File: config.mk
export PLATFORM = sky130hd
export DESIGN_NAME = stepper_sequencer_flat
export DESIGN_NICKNAME = d
export VERILOG_FILES = /design/src/rtl/stepper_sequencer_if.sv /design/src/rtl/stepper_sequencer.sv /design/src/flat_wrapper.sv
export SDC_FILE = /design/constraint.sdc
export NUM_CORES = 1
export LEC_CHECK = 0
export BUFFER_PORTS_ARGS = -buffer_cell sky130_fd_sc_hd__buf_2
export CAP_MARGIN = 20
export CORE_ASPECT_RATIO = 0.6
export CORE_MARGIN = 2
export CORE_UTILIZATION = 40
export CTS_BUF_LIST = sky130_fd_sc_hd__clkbuf_4 sky130_fd_sc_hd__clkbuf_8 sky130_fd_sc_hd__clkbuf_16
export DETAILED_ROUTE_END_ITERATION = 6
export PLACE_DENSITY_LB_ADDON = 0.2
export SETUP_SLACK_MARGIN = 0.5
export SYNTH_ARGS = -nofsm -noshare
export SYNTH_HDL_FRONTEND = slang
export SYNTH_SLANG_ARGS = --single-unit
File: constraint.sdc
create_clock -name clk -period 3.6 [get_ports clk]
set_input_delay 0.36 -clock clk [delete_from_list [all_inputs] [get_ports clk]]
set_output_delay 0.36 -clock clk [all_outputs]
set_load 0.005 [all_outputs]
File: src/rtl/stepper_sequencer_if.sv
// Host-side command/status bundle for the stepper sequencer.
// The sequencer connects to the slave modport and the host to the master modport.
interface stepper_sequencer_if #(
   parameter int PERIOD_W = 24,
   parameter int STEPS_W  = 16,
   parameter int POS_W    = 32
);
   logic                cmd_valid;
   logic                cmd_ready;
   logic [STEPS_W-1:0]  cmd_steps;
   logic [PERIOD_W-1:0] cmd_period;
   logic                cmd_dir;
   logic                cmd_half;
   logic                abort;
   logic                pos_zero;
   logic                busy;
   logic                done;
   logic                aborted;
   logic [POS_W-1:0]    position;
   logic [3:0]          drive;

   modport master (
      output cmd_valid, cmd_steps, cmd_period, cmd_dir, cmd_half, abort, pos_zero,
      input  cmd_ready, busy, done, aborted, position, drive
   );

   modport slave (
      input  cmd_valid, cmd_steps, cmd_period, cmd_dir, cmd_half, abort, pos_zero,
      output cmd_ready, busy, done, aborted, position, drive
   );
endinterface

File: src/rtl/stepper_sequencer.sv
// 4-phase unipolar stepper pattern generator: runs a latched move command and
// tracks the absolute rotor position in half-step units.
module stepper_sequencer #(
   parameter int PERIOD_W = 24,
   parameter int STEPS_W  = 16,
   parameter int POS_W    = 32
) (
   input logic                clk,
   input logic                rst,
   stepper_sequencer_if.slave bus
);
   localparam logic [1:0] S_IDLE   = 2'd0;
   localparam logic [1:0] S_LAUNCH = 2'd1;
   localparam logic [1:0] S_STEP   = 2'd2;

   logic [1:0]          state_q, state_d;
   logic [2:0]          idx_q, idx_d;
   logic [POS_W-1:0]    pos_q, pos_d;
   logic [STEPS_W-1:0]  steps_q, steps_d;
   logic [PERIOD_W-1:0] per_q, per_d;
   logic [PERIOD_W-1:0] cnt_q, cnt_d;
   logic                dir_q, dir_d;
   logic                half_q, half_d;
   logic [3:0]          drive_q, drive_d;
   logic                busy_q, busy_d;
   logic                done_q, done_d;
   logic                aborted_q, aborted_d;

   logic [2:0]          step_mag;
   logic [2:0]          idx_step;
   logic [POS_W-1:0]    pos_step;
   logic                issue;
   logic                finish;

   function automatic logic [3:0] phase(input logic [2:0] i);
      logic [3:0] p;
      case (i)
         3'd0:    p = 4'b1000;
         3'd1:    p = 4'b1100;
         3'd2:    p = 4'b0100;
         3'd3:    p = 4'b0110;
         3'd4:    p = 4'b0010;
         3'd5:    p = 4'b0011;
         3'd6:    p = 4'b0001;
         default: p = 4'b1001;
      endcase
      return p;
   endfunction

   // Full-step from an even (one-coil) index moves by one to reach a two-coil entry.
   always_comb begin
      step_mag = (!half_q && idx_q[0]) ? 3'd2 : 3'd1;
      idx_step = dir_q ? (idx_q + step_mag) : (idx_q - step_mag);
      pos_step = dir_q ? (pos_q + {{(POS_W-3){1'b0}}, step_mag})
                       : (pos_q - {{(POS_W-3){1'b0}}, step_mag});
   end

   always_comb begin
      state_d   = state_q;
      idx_d     = idx_q;
      pos_d     = pos_q;
      steps_d   = steps_q;
      per_d     = per_q;
      cnt_d     = cnt_q;
      dir_d     = dir_q;
      half_d    = half_q;
      drive_d   = drive_q;
      busy_d    = busy_q;
      done_d    = 1'b0;
      aborted_d = aborted_q;
      issue     = 1'b0;
      finish    = 1'b0;

      case (state_q)
         S_IDLE: begin
            if (bus.pos_zero) pos_d = '0;
            if (bus.cmd_valid) begin
               steps_d   = bus.cmd_steps;
               per_d     = (bus.cmd_period < PERIOD_W'(2)) ? PERIOD_W'(2) : bus.cmd_period;
               dir_d     = bus.cmd_dir;
               half_d    = bus.cmd_half;
               aborted_d = 1'b0;
               busy_d    = (bus.cmd_steps != '0);
               state_d   = S_LAUNCH;
            end
         end
         S_LAUNCH: begin
            if (steps_q == '0) finish = 1'b1;
            else               issue  = 1'b1;
         end
         S_STEP: begin
            if (bus.abort) begin
               finish    = 1'b1;
               aborted_d = 1'b1;
            end else if (cnt_q == PERIOD_W'(1)) begin
               if (steps_q == '0) finish = 1'b1;
               else               issue  = 1'b1;
            end else begin
               cnt_d = cnt_q - PERIOD_W'(1);
            end
         end
         default: state_d = S_IDLE;
      endcase

      if (issue) begin
         idx_d   = idx_step;
         pos_d   = pos_step;
         drive_d = phase(idx_step);
         steps_d = steps_q - STEPS_W'(1);
         cnt_d   = per_q;
         state_d = S_STEP;
      end
      if (finish) begin
         drive_d = '0;
         done_d  = 1'b1;
         busy_d  = 1'b0;
         cnt_d   = '0;
         state_d = S_IDLE;
      end
   end

   always_ff @(posedge clk) begin
      if (rst) begin
         state_q   <= S_IDLE;
         idx_q     <= '0;
         pos_q     <= '0;
         steps_q   <= '0;
         per_q     <= '0;
         cnt_q     <= '0;
         dir_q     <= 1'b0;
         half_q    <= 1'b0;
         drive_q   <= '0;
         busy_q    <= 1'b0;
         done_q    <= 1'b0;
         aborted_q <= 1'b0;
      end else begin
         state_q   <= state_d;
         idx_q     <= idx_d;
         pos_q     <= pos_d;
         steps_q   <= steps_d;
         per_q     <= per_d;
         cnt_q     <= cnt_d;
         dir_q     <= dir_d;
         half_q    <= half_d;
         drive_q   <= drive_d;
         busy_q    <= busy_d;
         done_q    <= done_d;
         aborted_q <= aborted_d;
      end
   end

   assign bus.cmd_ready = (state_q == S_IDLE);
   assign bus.busy      = busy_q;
   assign bus.done      = done_q;
   assign bus.aborted   = aborted_q;
   assign bus.position  = pos_q;
   assign bus.drive     = drive_q;
endmodule

File: src/flat_wrapper.sv
// flat-port wrapper written by rule: the top's interface ports become plain ports
module stepper_sequencer_flat 
#(
   parameter int PERIOD_W = 24,
   parameter int STEPS_W  = 16,
   parameter int POS_W    = 32
)
  (clk, rst, bus_cmd_valid, bus_cmd_steps, bus_cmd_period, bus_cmd_dir, bus_cmd_half, bus_abort, bus_pos_zero, bus_cmd_ready, bus_busy, bus_done, bus_aborted, bus_position, bus_drive);
  stepper_sequencer_if #(.PERIOD_W(PERIOD_W), .STEPS_W(STEPS_W), .POS_W(POS_W)) bus_i ();
  input logic clk;
  input logic rst;
  input wire logic [$bits(bus_i.cmd_valid)-1:0] bus_cmd_valid;
  input wire logic [$bits(bus_i.cmd_steps)-1:0] bus_cmd_steps;
  input wire logic [$bits(bus_i.cmd_period)-1:0] bus_cmd_period;
  input wire logic [$bits(bus_i.cmd_dir)-1:0] bus_cmd_dir;
  input wire logic [$bits(bus_i.cmd_half)-1:0] bus_cmd_half;
  input wire logic [$bits(bus_i.abort)-1:0] bus_abort;
  input wire logic [$bits(bus_i.pos_zero)-1:0] bus_pos_zero;
  output wire logic [$bits(bus_i.cmd_ready)-1:0] bus_cmd_ready;
  output wire logic [$bits(bus_i.busy)-1:0] bus_busy;
  output wire logic [$bits(bus_i.done)-1:0] bus_done;
  output wire logic [$bits(bus_i.aborted)-1:0] bus_aborted;
  output wire logic [$bits(bus_i.position)-1:0] bus_position;
  output wire logic [$bits(bus_i.drive)-1:0] bus_drive;
  assign bus_i.cmd_valid = bus_cmd_valid;
  assign bus_i.cmd_steps = bus_cmd_steps;
  assign bus_i.cmd_period = bus_cmd_period;
  assign bus_i.cmd_dir = bus_cmd_dir;
  assign bus_i.cmd_half = bus_cmd_half;
  assign bus_i.abort = bus_abort;
  assign bus_i.pos_zero = bus_pos_zero;
  assign bus_cmd_ready = bus_i.cmd_ready;
  assign bus_busy = bus_i.busy;
  assign bus_done = bus_i.done;
  assign bus_aborted = bus_i.aborted;
  assign bus_position = bus_i.position;
  assign bus_drive = bus_i.drive;
  stepper_sequencer #(.PERIOD_W(PERIOD_W), .STEPS_W(STEPS_W), .POS_W(POS_W)) u_core (.clk(clk), .rst(rst), .bus(bus_i));
endmodule
## Word level (Yosys, flattened, before mapping)

Index checks and enable logic that the tools add are counted.

- Register bits: 110
- Bits in latches: 0
- RAM bits: 0
- ROM bits: 0
- Bits of input ports: 47
- Output and inout port bits: 40
- Logic and storage cells: 87
- Memories: 0

- Add/subtract/negate cells: 6
- Multiply operators: 0
- Div/mod/pow operators: 0
- Magnitude comparators: 1
- Equality and inequality tests: 15
- Shifts and indexed selects: 0
- Multiplexer cells: 30
- Bitwise logic cells: 1
- Reductions and logical operators: 21

Operators by type and width:

| kind | number |
|---|---|
| 2-to-1 mux 32 bit | 4 |
| 2-to-1 mux 24 bit | 5 |
| 2-to-1 mux 16 bit | 3 |
| adder 32 x 3 -> 32 bit | 1 |
| subtractor 32 x 3 -> 32 bit | 1 |
| case mux 4 bit (7 select lines) | 1 |
| == test 24 x 1 -> 1 bit (second input constant) | 1 |
| less-than comparator 24 x 2 -> 1 bit (second input constant) | 1 |
| subtractor 24 x 1 -> 24 bit (second input constant) | 1 |
| logical NOT 16 bit | 1 |
| nonzero test 16 bit | 1 |
| subtractor 16 x 1 -> 16 bit (second input constant) | 1 |
| AND reduction 2 bit | 5 |
| nonzero test 2 bit | 5 |
| == test 3 bit (second input constant) | 3 |
| 2-to-1 mux 1 bit | 9 |
| == test 3 x 2 -> 1 bit (second input constant) | 2 |
| 2-to-1 mux 2 bit | 3 |
| inequality test 2 x 1 -> 1 bit (second input constant) | 3 |
| case mux 1 bit (2 select lines) | 3 |
| AND reduction 3 bit | 2 |
| inequality test 2 bit (second input constant) | 2 |
| case mux 2 bit (2 select lines) | 1 |
| OR reduction 2 bit | 2 |
| other kinds (13) | 13 |

## Logic depth before layout (Yosys ltp)

Gate-level depths: netlist of the first run.

- Depth in word-level cells: 7
- Mapped depth: 11
- Gate-level depth less buffers: 10

## Least setup slack after synthesis of the first run

OpenSTA, ideal clock, no wires.

- Kind: register to register
- Start point: reg u_core.dir_q
- End point: reg u_core.pos_q[30] (netlist: u_core.bus.position[30])
- Library setup time: 0.117 ns
- Arrival time: 3.070 ns
- Required time: 3.483 ns
- Path slack: 0.412 ns
- Cell stages (with the launch flop): 11
- Path buffers: 1
- Clock period less this slack: 3.188 ns
- Cells stage by stage: dfxtp_1 -> inv_1 -> ha_1 -> clkbuf_1 -> and3_1 -> a221o_1 -> a2111o_1 -> nand3_1 -> a211oi_1 -> or3_1 -> a32o_1

- Cells in the longest elaborated chain, start to end: 2

Ends and longest elaborated chain:

| what | line | text |
|---|---|---|
| start: declaration | stepper_sequencer.sv:22 | `logic dir_q, dir_d;` |
| start signal: assignment | stepper_sequencer.sv:143 | `dir_q <= dir_d;` |
| 2-to-1 mux 32 bit | stepper_sequencer.sv:54 | `pos_step = dir_q ? (pos_q + {{(POS_W-3){1'b0}}, step_mag})` |
| 2-to-1 mux 32 bit | stepper_sequencer.sv:105 | `if (issue) begin` |
| end signal: assignment | stepper_sequencer.sv:139 | `pos_q <= pos_d;` |
| end: declaration | stepper_sequencer.sv:18 | `logic [POS_W-1:0] pos_q, pos_d;` |

No other way between the ends.
A chain may end at the register's enable or synchronous reset.

## Worst setup path in the final report of the first run

- Start point: reg u_core.dir_q
- End point: reg u_core.pos_q[28] (netlist: u_core.bus.position[28])

The elaborated chain is that of the path after synthesis.

==> summary.md, run 1 <==
| Metric | Value |
|---|---|
| Peak VDD IR | `~0.00025 V` |
| EDFF count, synth | `0` |
| Syn avg cell area | `just under 8 sq um` |
| DP Worst Slack | `between 0.3 and 0.4 ns` |
| Critical Path Fanout Max | `14` |
| Global Route Usage Sum | `approximately 22%` |
| Fin crit share | `approximately 83%` |
| Fmax achieved | `336 MHz` |
| Initial antenna violation count | `0` |
| First-pass GRT wire length | `roughly 31000 um` |
| # IOs | `87` |
| Ys async rst share | `0%` |
| Register bit total from synthesis | `110` |
| Max-cap violations | `0` |
| Area of the multi-input gates | `about 4300 sq um` |
| Setup TNS | `0 ns` |
| Final slew viol count | `0` |
| NumNets Final | `roughly 1000` |
| CP endpoint kind | `flip-flop` |
| DR vias | `approximately 6400` |
| Vias in the first global route | `~5700` |
| Area grow syn2layout | `16.5%` |
| DP HPWL | `~14000 um` |
| Sequential Area | `roughly 2200 sq um` |
| Layout cell share with drive strength beyond 1 | `16.8%` |
| Leakage | `3.30 nW` |
| Die width | `between 150 and 200 um` |
| Num Clock Sinks | `110` |
| GP Congestion | `roughly 0.9` |
| Clock slew at reported path FFs | `roughly 0.10 ns` |
| Iteration-0 DRC Markers | `approximately 580` |
| Worst EP required | `3.84 ns` |
| Wirelength, routed | `19100 um` |
| Skew-Pair Late Insertion Delay | `0.36 ns` |
| Worst-Margin Slew | `around 1 ns` |
| Post-route setup slack | `0.623 ns` |
| Drt first pass iters | `5` |
| Kind of start point of the critical path | `flip-flop` |
| RSZ-0062 raised after global routing | `false` |
| Status | `finished clean` |
| Worst EP arrival | `~3.2 ns` |
| CTS buffer count | `9` |
| Final hold violation count | `0` |
| HP Class | `in2reg` |
| Most common cell after layout, fill and taps aside | `nand2_1` |
| Mapped Area | `6620 sq um` |
| Largest net degree at the start of global routing | `40` |
| Die area | `17600 sq um` |
| Setup violations, final | `0` |
| Setup Skew | `roughly 0.018 ns` |
| Synth Warn # | `0` |
| H-tree depth | `3` |
| Worst-case clock buffer depth | `2` |
| Post-route ant nets | `0` |
| Synth Net Count | `934` |
| Slew headroom | `roughly 34%` |
| Clock root cell | `clkbuf_16` |
| Setup CP Type | `reg2reg` |
| Top_reg_cell synth | `dfxtp_1` |
| Yosys cell types | `70` |
| Post-synthesis sequential area ratio | `approximately a third` |
| Total gr overflow | `0` |
| Avg Vias per Cell | `around 5.6` |
| Core ar. | `roughly 16000 sq um` |
| PD cells | `~530 nW/um^2` |
| # rows | `36` |
| Chip Height | `~100 um` |
| Fill cells | `between 1500 and 2000` |
| Remaining DRCs | `0` |
| CTS tree | `built` |
| Most frequent cells in the layout | `115 x nand2_1, 108 x dfxtp_1, 86 x nor2_1, 86 x buf_2, 84 x a21oi_1` |
| Min cycle time layout | `2.98 ns` |
| Drt wl/cell | `approximately 17 um` |
| PortBufs | `86` |
| ANT cells | `0` |
| Mapped Cells | `around 850` |
| Initial Util | `40.8%` |
==> cell usage after synthesis, drive strengths merged (11+ instances only) <==
cell type	number	area [sq um]
a211oi	27	213
o21ai	44	220
nor3	21	105
ha	38	475
xnor2	24	210
nor4	21	153
xor2	19	166
nand3	20	100
a21oi	85	429
a22oi	17	128
nor2	88	338
clkbuf	34	128
dfxtp	110	2200
and3	11	68.8
inv	17	63.8
a21o	18	135
nand2	117	442
==> stage by stage <==
step / util (%) / total power [mW] / instances / cell area (sq um) / hold WS [ns]
after floorplan: - / 2.58 / 847 / 6660 / 0.431
after global placement: 45.1 / 3.02 / 1115 / 7310 / 0.445
after detailed placement: 45.1 / 3.01 / 1115 / 7310 / 0.446
after CTS: 47.3 / 4.09 / 1134 / 7660 / 0.228
after global routing: 47.6 / 4.40 / 1135 / 7710 / 0.236
final: 47.6 / 4.12 / 1135 / 7710 / 0.233
==> final cells by class <==
class / count / share of cell area [%]
multi-input cells: 676 / 55.2
flip-flops and latches: 110 / 28.6
repair buffers: 107 / 7.78
well taps: 209 / 3.39
clock buffers: 9 / 2.92
clock inverters: 7 / 1.25
inverters: 17 / 0.876
==> flip-flops by register name, indices dropped and copies added, names as in the netlist <==
| register | count |
|---|---|
| u_core.half_q | 1 |
| u_core.bus.aborted | 1 |
| u_core.steps_q | 16 |
| u_core.cnt_q | 24 |
| u_core.bus.done | 1 |
| u_core.state_q | 2 |
| u_core.idx_q | 3 |
| u_core.bus.busy | 1 |
| u_core.bus.drive | 4 |
| u_core.dir_q | 1 |
| u_core.bus.position | 32 |
| u_core.per_q | 24 |
==> routing by layer <==
metal  share of wire, %  wire length, um  GRT usage [%]  vias up
met4               0.59              112           3.11        0
met5                  0                0              0        -
met3                7.6             1450           5.27        9
met2                 33             6310           25.3      206
met1                 59            11200           38.8     2912
li1                   -                -              -     3237
==> power breakdown <==
part	leakage (nW)	total, mW	switching (mW)	internal (mW)
logic	2.24	1.61	0.967	0.641
registers	0.897	1.44	0.109	1.34
clock network	0.156	1.07	0.555	0.511
total	3.30	4.12	1.63	2.49
==> repair_timing <==
item                       in CTS  in global routing
hold endpoints to repair        0                  0
setup buffers                   3                  1
hold buffers                    0                  0
resized for setup               0                 10
pin swaps                       1                  2
setup endpoints to repair       7                 32
==> cell families after synthesis <==
group / Yosys count / synth area share [%]
AOI/OAI and AO/OA: 261 / 25.7
buffers and inverters: 61 / 3.63
DFF: 110 / 33.3
and+or+nand+nor: 331 / 23.8
xor gates and xnor gates: 43 / 5.69
adders and majority gates: 40 / 7.78
muxes: 1 / 0.151
==> final timing paths <==
kind	start	endpoint	slack, ns	cells past startpoint
worst max-delay path	u_core.dir_q	u_core.bus.position[28]	0.62	11
worst min-delay path	bus_cmd_period[19]	u_core.per_q[19]	0.23	3
worst min register to register	u_core.per_q[22]	u_core.per_q[22]	0.46	2
worst max register to register	u_core.dir_q	u_core.bus.position[28]	0.62	11
==> worst max-delay path, stage by stage (launching register included) <==
cell and delay (ns):
dfxtp_4 0.40, clkinvlp_4 0.12, buf_12 0.16, buf_4 0.20, ha_1 0.41, a21o_1 0.24, o21ba_2 0.25, o21ai_0 0.09
a221oi_1 0.45, o21ba_2 0.18, o21ai_0 0.07, a221o_1 0.29
No activity file was read; power rests on OpenSTA's default activity.
==> run 2, diff against run 1 <==
Clock period 3.6 ns to 2.4 ns, I/O delays scaled along.
==> run 2 against run 1 <==
  * The flow now finishes with violations (negative setup slack)
  * Hold slack worse by 0.11 ns
  * Sequential power increased by 52%
  * Cell count is 20% higher
  * Critical path depth unchanged
  * Die area is the same
  * Non-clock buffer count is 225 higher
  * Sequential share of layout area is 8.9 points lower
  * Setup slack worse by 1.1 ns
  * Global-route usage increased by 6.1 points
  * Core utilization up 22 points
  * Design area rose by 47%
  * Critical endpoint unchanged
==> summary.md, run 2 (synthesized netlist as in run 1, its figures left out) <==
| Metric | Value |
|---|---|
| Status | `finished, violations left (was finished clean)` |
| Failing checks | `negative setup slack` |
| Initial antenna violation count | `2 (was 0)` |
| Sequential group share of total power | `26.2% (was 35.1%)` |
| GP Congestion | `0.914 (was 0.910)` |
| Area grow syn2layout | `71.1% (was 16.5%)` |
| Largest net degree at the start of global routing | `29 (was 40)` |
| Kind of start point of the critical path | `flip-flop (unchanged)` |
| Global Route Usage Sum | `28.1% (was 22.0%)` |
| Setup CP Type | `reg2reg (unchanged)` |
| # rows | `36 (unchanged)` |
| Post-route setup slack | `-0.483 ns (was 0.623 ns)` |
| Switching Fraction | `38.3% (was 39.6%)` |
| Post-route ant nets | `0 (unchanged)` |
| PD cells | `739 nW/um^2 (was 534 nW/um^2)` |
| Combinational Power Share | `53.7% (was 39.0%)` |
| Avg Vias per Cell | `5.64 (was 5.61)` |
| Clock root cell | `clkbuf_16 (unchanged)` |
| Num Clock Sinks | `110 (unchanged)` |
| First-pass GRT wire length | `39600 um (was 31100 um)` |
| # IOs | `87 (unchanged)` |
| Worst EP arrival | `3.13 ns (was 3.22 ns)` |
| Die area | `17600 sq um (unchanged)` |
| Hold path start | `bus_cmd_period[20] (was bus_cmd_period[19])` |
| Vias in the first global route | `7446 (was 5701)` |
| Fill cells | `1231 (was 1604)` |
| Final slew viol count | `0 (unchanged)` |
| CP dominant cell by count | `a221o_1` |
| Worst path top cell family by delay | `compound AO/OA/AOI/OAI gates (unchanged)` |
| Final hold violation count | `0 (unchanged)` |
| Sw Pwr | `3.21 mW (was 1.63 mW)` |
| Hold Buf Count CTS | `0 (unchanged)` |
| Chip Height | `104 um (unchanged)` |
| Fin crit share | `120% (was 82.7%)` |
| Slew headroom | `66.6% (was 33.7%)` |
| RR Startpoint | `u_core.half_q (was u_core.dir_q)` |
| NumNets Final | `1233 (was 1008)` |
| Largest register FFs | `32 (unchanged)` |
| Die width | `170 um (unchanged)` |
| H-tree depth | `3 (unchanged)` |
| DP HPWL | `15500 um (was 14300 um)` |
| Skew-Pair Late Insertion Delay | `0.35 ns (was 0.36 ns)` |
| Initial Util | `40.8% (unchanged)` |
| Drt first pass iters | `4 (was 5)` |
| Drt wl/cell | `18.6 um (was 16.8 um)` |
| Max-cap violations | `0 (unchanged)` |
| Total gr overflow | `0 (unchanged)` |
| Peak VDD IR | `0.000404 V (was 0.000250 V)` |
| Clock slew at reported path FFs | `0.09 ns (was 0.10 ns)` |
| Worst-case clock buffer depth | `2 (unchanged)` |
| Leakage | `4.88 nW (was 3.30 nW)` |
| Min cycle time layout | `2.88 ns (was 2.98 ns)` |
| Wirelength, routed | `25300 um (was 19100 um)` |
| PortBufs | `86 (unchanged)` |
| Setup Skew | `0.0131 ns (was 0.0176 ns)` |
| Core ar. | `16200 sq um (unchanged)` |
| CP endpoint kind | `flip-flop (unchanged)` |
| Critical Path Fanout Max | `3 (was 14)` |
| Crit. Startpoint | `u_core.half_q (was u_core.dir_q)` |
| Buf+Inv Stages, Crit Path | `1 (was 3)` |
| Crit path cell chain | `nand2b_4 -> ha_4 -> fa_2 -> a21o_1 -> a221o_1 -> a2111o_1 -> buf_4 -> a31oi_2 -> a21oi_1 -> mux2i_1 -> a221o_1 (was clkinvlp_4 -> buf_12 -> buf_4 -> ha_1 -> a21o_1 -> o21ba_2 -> o21ai_0 -> a221oi_1 -> o21ba_2 -> o21ai_0 -> a221o_1)` |
| DR vias | `7682 (was 6364)` |
| Fmax achieved | `347 MHz (was 336 MHz)` |
| CTS buffer count | `9 (unchanged)` |
| RSZ-0062 raised after global routing | `true (was false)` |
| Sequential Area | `2230 sq um (was 2210 sq um)` |
| Iteration-0 DRC Markers | `600 (was 575)` |
| Layout cell share with drive strength beyond 1 | `49.3% (was 16.8%)` |
| Total power | `8.38 mW (was 4.12 mW)` |
| Slowest CP cell | `a2111o_1 (was a221oi_1)` |
| Remaining DRCs | `0 (unchanged)` |
| Int Power | `5.17 mW (was 2.49 mW)` |
| Setup violations, final | `25 (was 0)` |
| DP Worst Slack | `-0.639 ns (was 0.353 ns)` |
| Setup TNS | `-6.02 ns (was 0 ns)` |
| CTS tree | `built (unchanged)` |
| Area of the multi-input gates | `5380 sq um (was 4260 sq um)` |
| Slowest stage delay, CP | `0.48 ns (was 0.45 ns)` |
| Worst-Margin Slew | `0.496 ns (was 0.988 ns)` |
| Most common cell after layout, fill and taps aside | `buf_4 (was nand2_1)` |
| Clock power share | `20.1% (was 25.9%)` |
| Worst EP required | `2.64 ns (was 3.84 ns)` |
| Most frequent cells in the layout | `170 x buf_4, 105 x nand2_1, 90 x dfxtp_1 (was 115 x nand2_1, 108 x dfxtp_1, 86 x nor2_1, 86 x buf_2, 84 x a21oi_1)` |
| HP Class | `in2reg (unchanged)` |
run 2: final timing paths:
path	to	slack, ns	cells past startpoint
worst max register to register	u_core.bus.position[28]	-0.48	11
worst min register to register	u_core.per_q[15]	0.46	2
worst min-delay path	u_core.per_q[20]	0.12	3
worst max-delay path	u_core.bus.position[28]	-0.48	11
run 2: power by group through the flow:
stage	clock (mW)	combinational (mW)	sequential [mW]
5_1_grt	1.77	4.82	2.21
6_report	1.68	4.50	2.19
3_3_place_gp	0	3.05	2.19
4_1_cts	1.71	4.04	2.18
3_5_place_dp	0	3.08	2.20
2_1_floorplan	0	1.85	2.17
run 2: area by class of cell:
class / count / area share (%)
timing repair buffer: 332 / 26.9
sequential: 110 / 19.7
antenna: 2 / 0.0442
inverter: 17 / 0.619
tap: 209 / 2.31
clock inverter: 7 / 0.950
clock buffer: 9 / 1.99
multi-input combinational: 676 / 47.5
run 2: what timing repair did:
action / in CTS / in global routing
endpoints found under the setup margin: 82 / 89
resized for setup: 235 / 78
setup buffers: 62 / 16
pin swaps: 91 / 62
gates cloned: 18 / 0
run 2: stage by stage:
stage | hold WS, ns | utilization (%) | std cells | cell area [sq um]
final | 0.124 | 69.9 | 1362 | 11300
after global routing | 0.115 | 69.9 | 1362 | 11300
after CTS | 0.119 | 66.7 | 1344 | 10800
after detailed placement | 0.448 | 52.9 | 1248 | 8580
after global placement | 0.443 | 52.9 | 1248 | 8580
after floorplan | 0.366 | - | 847 | 6950
run 2: worst register-to-register path: cells and delay by family, from the launching register on:
| kind | cells | cell delay [ns] |
|---|---|---|
| AND/OR/NAND/NOR | 1 | 0.15 |
| AO/OA/AOI/OAI | 6 | 1.49 |
| adder cells (fa/ha/maj) | 2 | 0.51 |
| flip-flops | 1 | 0.33 |
| multiplexers | 1 | 0.13 |
| buffers and inverters | 1 | 0.18 |
run 2: layer usage:
layer | up-vias | track usage [%] | wire length [um]
met3 | 17 | 5.92 | 1660
met2 | 266 | 39.7 | 10600
met4 | 0 | 4.58 | 196
met5 | - | 0 | 0
li1 | 3705 | - | -
met1 | 3694 | 43.8 | 12800
